--- src/rtl/uart_pkg.sv ---
// uart_pkg
//   Shared types and constants for the UART transmit path.
//   - tx_state_t      : framer state encoding
//   - PAR_* constants : parity_type encodings shared with the parity generator
//   - UART_DATA_W     : default data width of a frame
//   - parity_framed() : true when the parity bit is actually put on the line
package uart_pkg;

  localparam int UART_DATA_W = 8;

  localparam logic [1:0] PAR_NONE        = 2'b00;
  localparam logic [1:0] PAR_ODD         = 2'b01;
  localparam logic [1:0] PAR_EVEN        = 2'b10;
  localparam logic [1:0] PAR_ODD_NOFRAME = 2'b11;

  typedef enum logic [2:0] {
    ST_IDLE,
    ST_ARM,
    ST_START,
    ST_DATA,
    ST_PARITY,
    ST_STOP
  } tx_state_t;

  // Type 11 still has parity computed upstream, but the bit is not framed.
  function automatic logic parity_framed(input logic [1:0] ptype);
    return (ptype == PAR_ODD) || (ptype == PAR_EVEN);
  endfunction

endpackage

--- src/rtl/uart_tx_frame.sv ---
// uart_tx_frame
//   UART transmit framer. Accepts a data word plus parity type and the
//   parity generator's output through a valid/ready handshake, then sends
//   start bit, DATA_W data bits LSB first, optional parity bit and
//   STOP_BITS stop bits, one bit per baud_tick.
// Ports:
//   clk         in  system clock (rising edge)
//   rst         in  synchronous active-high reset
//   baud_tick   in  one-cycle pulse per bit period
//   data_in     in  word to transmit, sampled on accept
//   data_valid  in  upstream request
//   data_ready  out high only in IDLE
//   parity_type in  00 none, 01 odd, 10 even, 11 odd not framed
//   parity_in   in  parity bit for data_in, sampled on accept
//   tx_out      out registered serial line, idle high
//   busy        out registered, high from accept until back in IDLE
//   done        out registered one-cycle pulse on frame completion
module uart_tx_frame
  import uart_pkg::*;
#(
  parameter int DATA_W    = UART_DATA_W,
  parameter int STOP_BITS = 1
) (
  input  logic              clk,
  input  logic              rst,
  input  logic              baud_tick,
  input  logic [DATA_W-1:0] data_in,
  input  logic              data_valid,
  output logic              data_ready,
  input  logic [1:0]        parity_type,
  input  logic              parity_in,
  output logic              tx_out,
  output logic              busy,
  output logic              done
);

  localparam int CNT_W = (DATA_W > 1) ? $clog2(DATA_W) : 1;
  localparam logic [CNT_W-1:0] BIT_LAST  = CNT_W'(DATA_W - 1);
  localparam logic             STOP_LAST = 1'(STOP_BITS - 1);

  tx_state_t         state_reg, state_next;
  logic [CNT_W-1:0]  bit_cnt_reg, bit_cnt_next;
  logic              stop_cnt_reg, stop_cnt_next;
  logic [DATA_W-1:0] data_sh_reg;
  logic [1:0]        ptype_sh_reg;
  logic              par_sh_reg;
  logic              tx_reg, tx_next;
  logic              busy_reg, busy_next;
  logic              done_reg, done_next;
  logic              accept;

  assign data_ready = (state_reg == ST_IDLE);
  assign accept     = data_valid & data_ready;

  always_ff @(posedge clk) begin
    if (rst) begin
      state_reg    <= ST_IDLE;
      bit_cnt_reg  <= '0;
      stop_cnt_reg <= 1'b0;
      data_sh_reg  <= '0;
      ptype_sh_reg <= PAR_NONE;
      par_sh_reg   <= 1'b0;
      tx_reg       <= 1'b1;
      busy_reg     <= 1'b0;
      done_reg     <= 1'b0;
    end else begin
      state_reg    <= state_next;
      bit_cnt_reg  <= bit_cnt_next;
      stop_cnt_reg <= stop_cnt_next;
      tx_reg       <= tx_next;
      busy_reg     <= busy_next;
      done_reg     <= done_next;
      if (accept) begin
        data_sh_reg  <= data_in;
        ptype_sh_reg <= parity_type;
        par_sh_reg   <= parity_in;
      end
    end
  end

  always_comb begin
    state_next    = state_reg;
    bit_cnt_next  = bit_cnt_reg;
    stop_cnt_next = stop_cnt_reg;
    done_next     = 1'b0;
    tx_next       = 1'b1;

    case (state_reg)
      // A tick coinciding with accept is deliberately ignored so the start
      // bit always begins on a fresh tick and lasts a full bit period.
      ST_IDLE: if (accept) state_next = ST_ARM;
      ST_ARM: if (baud_tick) state_next = ST_START;
      ST_START: begin
        if (baud_tick) begin
          state_next   = ST_DATA;
          bit_cnt_next = '0;
        end
      end
      ST_DATA: begin
        if (baud_tick) begin
          if (bit_cnt_reg == BIT_LAST) begin
            if (parity_framed(ptype_sh_reg)) begin
              state_next = ST_PARITY;
            end else begin
              state_next    = ST_STOP;
              stop_cnt_next = 1'b0;
            end
          end else begin
            bit_cnt_next = bit_cnt_reg + 1'b1;
          end
        end
      end
      ST_PARITY: begin
        if (baud_tick) begin
          state_next    = ST_STOP;
          stop_cnt_next = 1'b0;
        end
      end
      ST_STOP: begin
        if (baud_tick) begin
          if (stop_cnt_reg == STOP_LAST) begin
            state_next = ST_IDLE;
            done_next  = 1'b1;
          end else begin
            stop_cnt_next = stop_cnt_reg + 1'b1;
          end
        end
      end
      default: state_next = ST_IDLE;
    endcase

    // The line is registered, so it is driven from the state being entered.
    case (state_next)
      ST_START:  tx_next = 1'b0;
      ST_DATA:   tx_next = data_sh_reg[bit_cnt_next];
      ST_PARITY: tx_next = par_sh_reg;
      default:   tx_next = 1'b1;
    endcase

    busy_next = (state_next != ST_IDLE);
  end

  assign tx_out = tx_reg;
  assign busy   = busy_reg;
  assign done   = done_reg;

endmodule

--- config.mk ---
export PLATFORM = sky130hd
export DESIGN_NAME = uart_tx_frame
export DESIGN_NICKNAME = d
export VERILOG_FILES = /design/src/rtl/uart_pkg.sv /design/src/rtl/uart_tx_frame.sv
export SDC_FILE = /design/constraint.sdc
export NUM_CORES = 1
export LEC_CHECK = 0
export BUFFER_PORTS_ARGS = -buffer_cell sky130_fd_sc_hd__buf_2
export CAP_MARGIN = 20
export CORE_ASPECT_RATIO = 1.2
export CORE_MARGIN = 2
export CORE_UTILIZATION = 41
export CTS_BUF_LIST = sky130_fd_sc_hd__clkbuf_4 sky130_fd_sc_hd__clkbuf_8
export DETAILED_ROUTE_END_ITERATION = 7
export GPL_TIMING_DRIVEN = 0
export PLACE_DENSITY_LB_ADDON = 0.08
export SYNTH_ARGS = -nofsm -noshare
export SYNTH_HDL_FRONTEND = slang
export SYNTH_SLANG_ARGS = --single-unit
--- constraint.sdc ---
create_clock -name clk -period 1.5 [get_ports clk]
set_input_delay 0.075 -clock clk [delete_from_list [all_inputs] [get_ports clk]]
set_output_delay 0.075 -clock clk [all_outputs]
set_load 0.01 [all_outputs]
* Word-level counts from Yosys, hierarchy flattened *
Index checks and enable logic that the tools add are counted.
W data, S select, Z words.

storage, ports and cells
  bits in registers = 21
  bits of input ports = 15
  output and inout bits = 4
  logic and storage cells = 62

operators by class
  $add $sub $neg = 2
  $lt $le $gt $ge = 1
  equality and inequality tests = 16
  muxes and demuxes = 25
  bitwise operators = 3
  reduce and logical (&&, ||, !) cells = 6

operators by type and width
  kind                   count
  $mux W3                11
  $pmux W3 S6            1
  $eq A3 B2 Y1 const B   4
  $eq A3 B3 Y1 const B   4
  $ne A2 B2 Y1 const B   5
  $mux W1                9
  $pmux W1 S3            2
  $pmux W3 S2            1
  $reduce_and A6 Y1      1
  $reduce_bool A3 Y1     2
  $lt A3 B4 Y1 const B   1
  $add A3 B1 Y3 const B  1
  $bmux W1 S3            1
  $eq A3 B1 Y1 const B   1
  $logic_not A3 Y1       1
  $reduce_or A3 Y1       1
  $eq A2 B1 Y1 const B   1
  $eq A2 B2 Y1 const B   1
  $not A1 Y1             2
  $add A1 B1 Y1 const B  1
  $and A1 B1 Y1          1
  $logic_or A1 B1 Y1     1

* Logic depth before layout (Yosys ltp) *
  depth after elaboration = 8
  gate-level depth with buffers = 7
  depth with buffers taken out = 7

* Worst setup path before layout *
No wires, ideal clock.

  path kind = reg2reg
  start point = register bit_cnt_reg[0]
  end point = register tx_reg, in the netlist tx_out
  library setup time = 0.074 ns
  data arrival time = 1.572 ns
  data required time = 1.426 ns
  path slack = -0.146 ns
  stages on the path, launching flop included = 8
  path buffers = 0
  period minus slack after synthesis = 1.646 ns
  cell sequence = dfxtp_1 ha_1 and3_1 o21ai_1 nand2_4 mux2i_1 o32a_1 a31oi_1

on the way
  word-level cells in the longest chain between the ends = 7
  elaborated cells between the ends (all ways) = 15
  classes of those cells = 1 x add/sub; 4 x eq/ne; 10 x mux

RTL lines
  item                                                  line                                        text
  start, declared                                       uart_tx_frame.sv:42                         logic [CNT_W-1:0] bit_cnt_reg, bit_cnt_next;
  start signal, assigned                                uart_tx_frame.sv:68                         bit_cnt_reg <= bit_cnt_next;
  $add A3 B1 Y3 / $eq A3 B3 Y1 (equally long branches)  uart_tx_frame.sv:109, uart_tx_frame.sv:101
  $mux W3                                               uart_tx_frame.sv:101                        if (bit_cnt_reg == BIT_LAST) begin
  $mux W3                                               uart_tx_frame.sv:100                        if (baud_tick) begin
  $pmux W3 S2                                           uart_tx_frame.sv:88                         case (state_reg)
  $bmux W1 S3                                           uart_tx_frame.sv:135                        ST_DATA: tx_next = data_sh_reg[bit_cnt_next];
  $mux W1 (implied by the code)                         uart_tx_frame.sv:135
  $pmux W1 S3 (*)                                       uart_tx_frame.sv:133                        case (state_next)
  end signal, assigned                                  uart_tx_frame.sv:70                         tx_reg <= tx_next;
  end, declared                                         uart_tx_frame.sv:47                         logic tx_reg, tx_next;

Mark *: on every way between the ends. The rest lies on a longest branch, timed or not. The select of a mux whose other input is x is not followed.
A chain may end at the register's enable or synchronous reset.

* Final worst setup path *
  start point = register bit_cnt_reg[1]
  end point = register tx_reg, in the netlist tx_out

Same word-level chain as after synthesis.

==> reports/metrics.sh <==
RUN_STATUS='complete, but fails checks'
VIOLATIONS_IN_THE_FINAL_REPORTS='negative setup slack'
TIMING.RR.START='bit_cnt_reg[1]'
PORT-BUFFER-COUNT=17
FP.COREAREA_UM2=2480
HOLDCRITPATHCLASS='in -> reg'
CRITICAL_PATH.MAX_FANOUT=7
CLOCK_TREE.HTREE_LEVEL_COUNT=1
POST_SYNTH_FA_HA_MAJ_AREA_FRACTION=0.0120
PLACED_AREA_UM2=1200
CRIT_PATH_TOP_DELAY_CELL='dfxtp_4'
GRT_START_MAX_NET_PINS=12
IO_PINS=19
FINALHOLDVIOLCOUNT=0
PLACE.GP.CONGESTION=0.816
CLOCK_INSERTION_DELAY_WORST_SKEW_NS=0.31
GRT_PASS1_VIAS=972
REGAREA_UM2=408
CELLPOWERDENSITY_nW_PER_UM2=783
GRT_FIRST_PASS_WIRELENGTH_UM=4130
TIMING.SETUP.TNS_NS=-0.140
MAX_FREQ_MHz=610
FINAL_LAYOUT_SIZE_SUFFIX_GT1_FRAC=0.311
DOMINANT_COMBINATIONAL_CELL_FAMILY_BY_AREA_AFTER_SYNTHESIS='simple AND/OR/NAND/NOR gates'
VIASPERCELL=5.05
SYNTH_CELL_TYPE_COUNT=37
SYNTH.NET_COUNT=146
FIN_UTIL=0.565
NUMBER_OF_FLOPS_MAPPED_TO_ENABLE_CELLS_BY_YOSYS=0
GR_OVFL_TOTAL=0
ANTENNA-DIODE-COUNT=0
SYNTH.YOSYS.WARNINGS=0
NUMCTSBUFFERS=3
MET3_USAGE_IN_GLOBAL_ROUTING=0.0303
SYNTH.AREA.TOP_CELLS='dfxtp_1 39%, nand2_1 10%, a21oi_1 9.6%'
WORST_SETUP_HOLD_PATH_CLK_SLEW_NS=0.12
TIMING.CRITICAL_PATH.TO_TYPE='flip-flop'
WORST_SLEW_MARGIN_REL=0.639
CLKSINKCOUNT=20
FIN_AREA_UM2=1400
YOSYSSEQAREASHARE=0.385
POST_SYNTH_XOR_AREA_FRACTION=0.0168
ANTENNA_VIOLATING_NETS_LEFT=0
RSZ0062_AT_GRT='yes'
SKEW_NS=0.00681
WORST-R2R-CELL-COUNT=7
CTS_ROOT_BUF='clkbuf_4'
YOSYS.CELL_COUNT.TOP_TYPE='nand2_1'
SYNTH-MAIN-FF-CELL='dfxtp_1'
LARGEST_REG_FLOPS=8
FINAL_MAX_SLEW_VIOL_COUNT=0
SYNTH.TOP_CELL.AREA_SHARE=0.385
INITIAL_ANTENNA_VIOLATION_COUNT=0
SYNTHSIMPLEGATEAREAFRAC=0.298
MAPPED_CELL_AREA_UM2=1040
RRSETUPSLACK_NS=-0.14
CP-STARTPOINT='bit_cnt_reg[1]'
VIAS=994
DELAY_OF_THE_SLOWEST_CRITICAL_PATH_STAGE_NS=0.37
SYNTHESIS.AREA_PER_INSTANCE_UM2=8.00
DP_HPWL_UM=1650
SYNTH_COMPOUND_AREA_FRAC=0.197
GRT_USE_MET1=0.211
FINALCRITICALPERIOD_NS=1.64
FIN_WORST_SETUP_SLACK_NS=-0.140
SYNTHMUXAREASHARE=0.0385
INITIAL_UTILIZATION=0.420
WORST_R2R_ENDPOINT='tx_out'
DRV.MAX_CAP_VIOLATION_COUNT=0
DRC_MARKERS=0
FINAL_TOTAL_PWR_uW=1100
POWER.IR.VDD_WORST_mV=0.505
SYNTHTOLAYOUTAREAGROWTH_PCT=34.5
CP-START-KIND='flip-flop'
FINALWIRELENGTH_UM=2430
BUSIEST_LAYER='met2'
TIMING.SETUP.CRITICAL_PATH_CLASS='reg -> reg'
YS_FF_LATCH=20
CLOCKBUFFERDEPTH=2
SYNTHCELLS=130
REQUIRED_TIME_AT_THE_ENDPOINT_OF_THE_CRITICAL_PATH_NS=1.73
DETAIL_ROUTE.WL_PER_CELL_UM=12.3
FLOORPLAN.DIE.HEIGHT_UM=59.2
MAX_SLEW.WORST_PIN.SLEW_NS=0.542
CRITICAL_PATH.CELL_CHAIN='ha_4, and3_4, o21ai_4, nand2_4, mux2i_1, o32a_1, a31oi_2'
FIN_CRIT_SHARE=1.09
SYNTHTOPCELLSBYCOUNT='29 x nand2_1, 20 x a21oi_1, 20 x dfxtp_1'
GROUTE.LAYER.MET2.USAGE=0.331
POSTSYNTH.ASYNCRESETSHARE=0
SETUP.WORST_PATH.END='tx_out'
CRITICAL_PATH_ARRIVAL_NS=1.88
INITIALDRTVIOLATIONCOUNT=25
CHIPWIDTH_UM=50.0
FINALSETUPVIOLATIONS=1
DIE_AREA_UM2=2960
P_LEAK_uW=0.000524
NNETSFINAL=181
GRTUSAGETOTAL=0.182
MULTI_INPUT_COMB_AREA_UM2=656
FLOORPLAN.ROWS=20
YOSYSTOPAREACELL='dfxtp_1'
N_FILL_CELL=241
DRT_PRE_ANTENNA_ITERS=4
HOLDWS_NS=0.00159
CTS_TREE='built'
## worst min path at each step
stage / from / to / slack, ns / depth (start not counted)
after floorplan: data_in[0] / data_sh_reg[0] / 0.21 / 2
after global placement: data_in[6] / data_sh_reg[6] / 0.32 / 3
after detailed placement: parity_type[0] / ptype_sh_reg[0] / 0.32 / 3
after CTS: data_in[7] / data_sh_reg[7] / 0.0009 / 3
after global routing: data_in[7] / data_sh_reg[7] / 0.01 / 3
final: data_in[5] / data_sh_reg[5] / 0.002 / 3
## metrics by stage
step,cells,setup slack [ns]
after detailed placement,180,-0.179
after floorplan,130,-0.0105
final,197,-0.140
after CTS,196,-0.146
after global placement,180,-0.202
after global routing,197,-0.214
## routing by layer
layer | vias up | routed length [um]
li1 | 522 | -
met1 | 459 | 1100
met2 | 11 | 1270
met3 | 2 | 45
met4 | 0 | 21
met5 | - | 0
## cells by family after synthesis
family,after synthesis
adders and majority gates,1
and+or+nand+nor,58
AOI/OAI and AO/OA,34
xor gates and xnor gates,2
buffers and inverters,11
muxes,4
DFF,20
## report_power, final
group          switching, uW  internal [uW]
registers               14.9            560
logic                    121            101
clock network            177            122
total                    313            782
## placed cells by master (no fill, tap or decap), types with 2 or more instances in the layout
cell,instances
nor3_1,6
clkbuf_1,2
buf_4,6
mux2i_1,4
o21a_1,2
clkbuf_4,5
dfxtp_4,2
o21ai_0,3
dfxtp_1,18
nand2_1,28
nor2_1,6
dlygate4sd3_1,8
buf_2,20
inv_1,2
nor4b_1,2
nor3_2,2
a21oi_1,19
## repair_timing
action                                  CTS  global route
endpoints found under the setup margin   11            11
cloned                                    0             0
hold endpoints to repair                  7             1
pin swaps                                 3             2
hold buffers                              7             1
resized for setup                         5             8
setup buffers                             6             0
## worst max-delay path, delay by kind of cell (launching register included)
family / cells / cell delay, ns
AOI/OAI and AO/OA: 3 / 0.63
adders and majority gates: 1 / 0.18
DFF: 1 / 0.37
muxes: 1 / 0.13
and+or+nand+nor: 2 / 0.25
## final cells by class
type / instances / share of cell area
Inverter: 2 / 0.00537
Multi-Input combinational cell: 99 / 0.469
Clock buffer: 4 / 0.0215
Sequential cell: 20 / 0.292
Tap cell: 33 / 0.0295
Buffer: 8 / 0.0331
Timing Repair Buffer: 31 / 0.150
No activity file was read; power rests on OpenSTA's default activity.
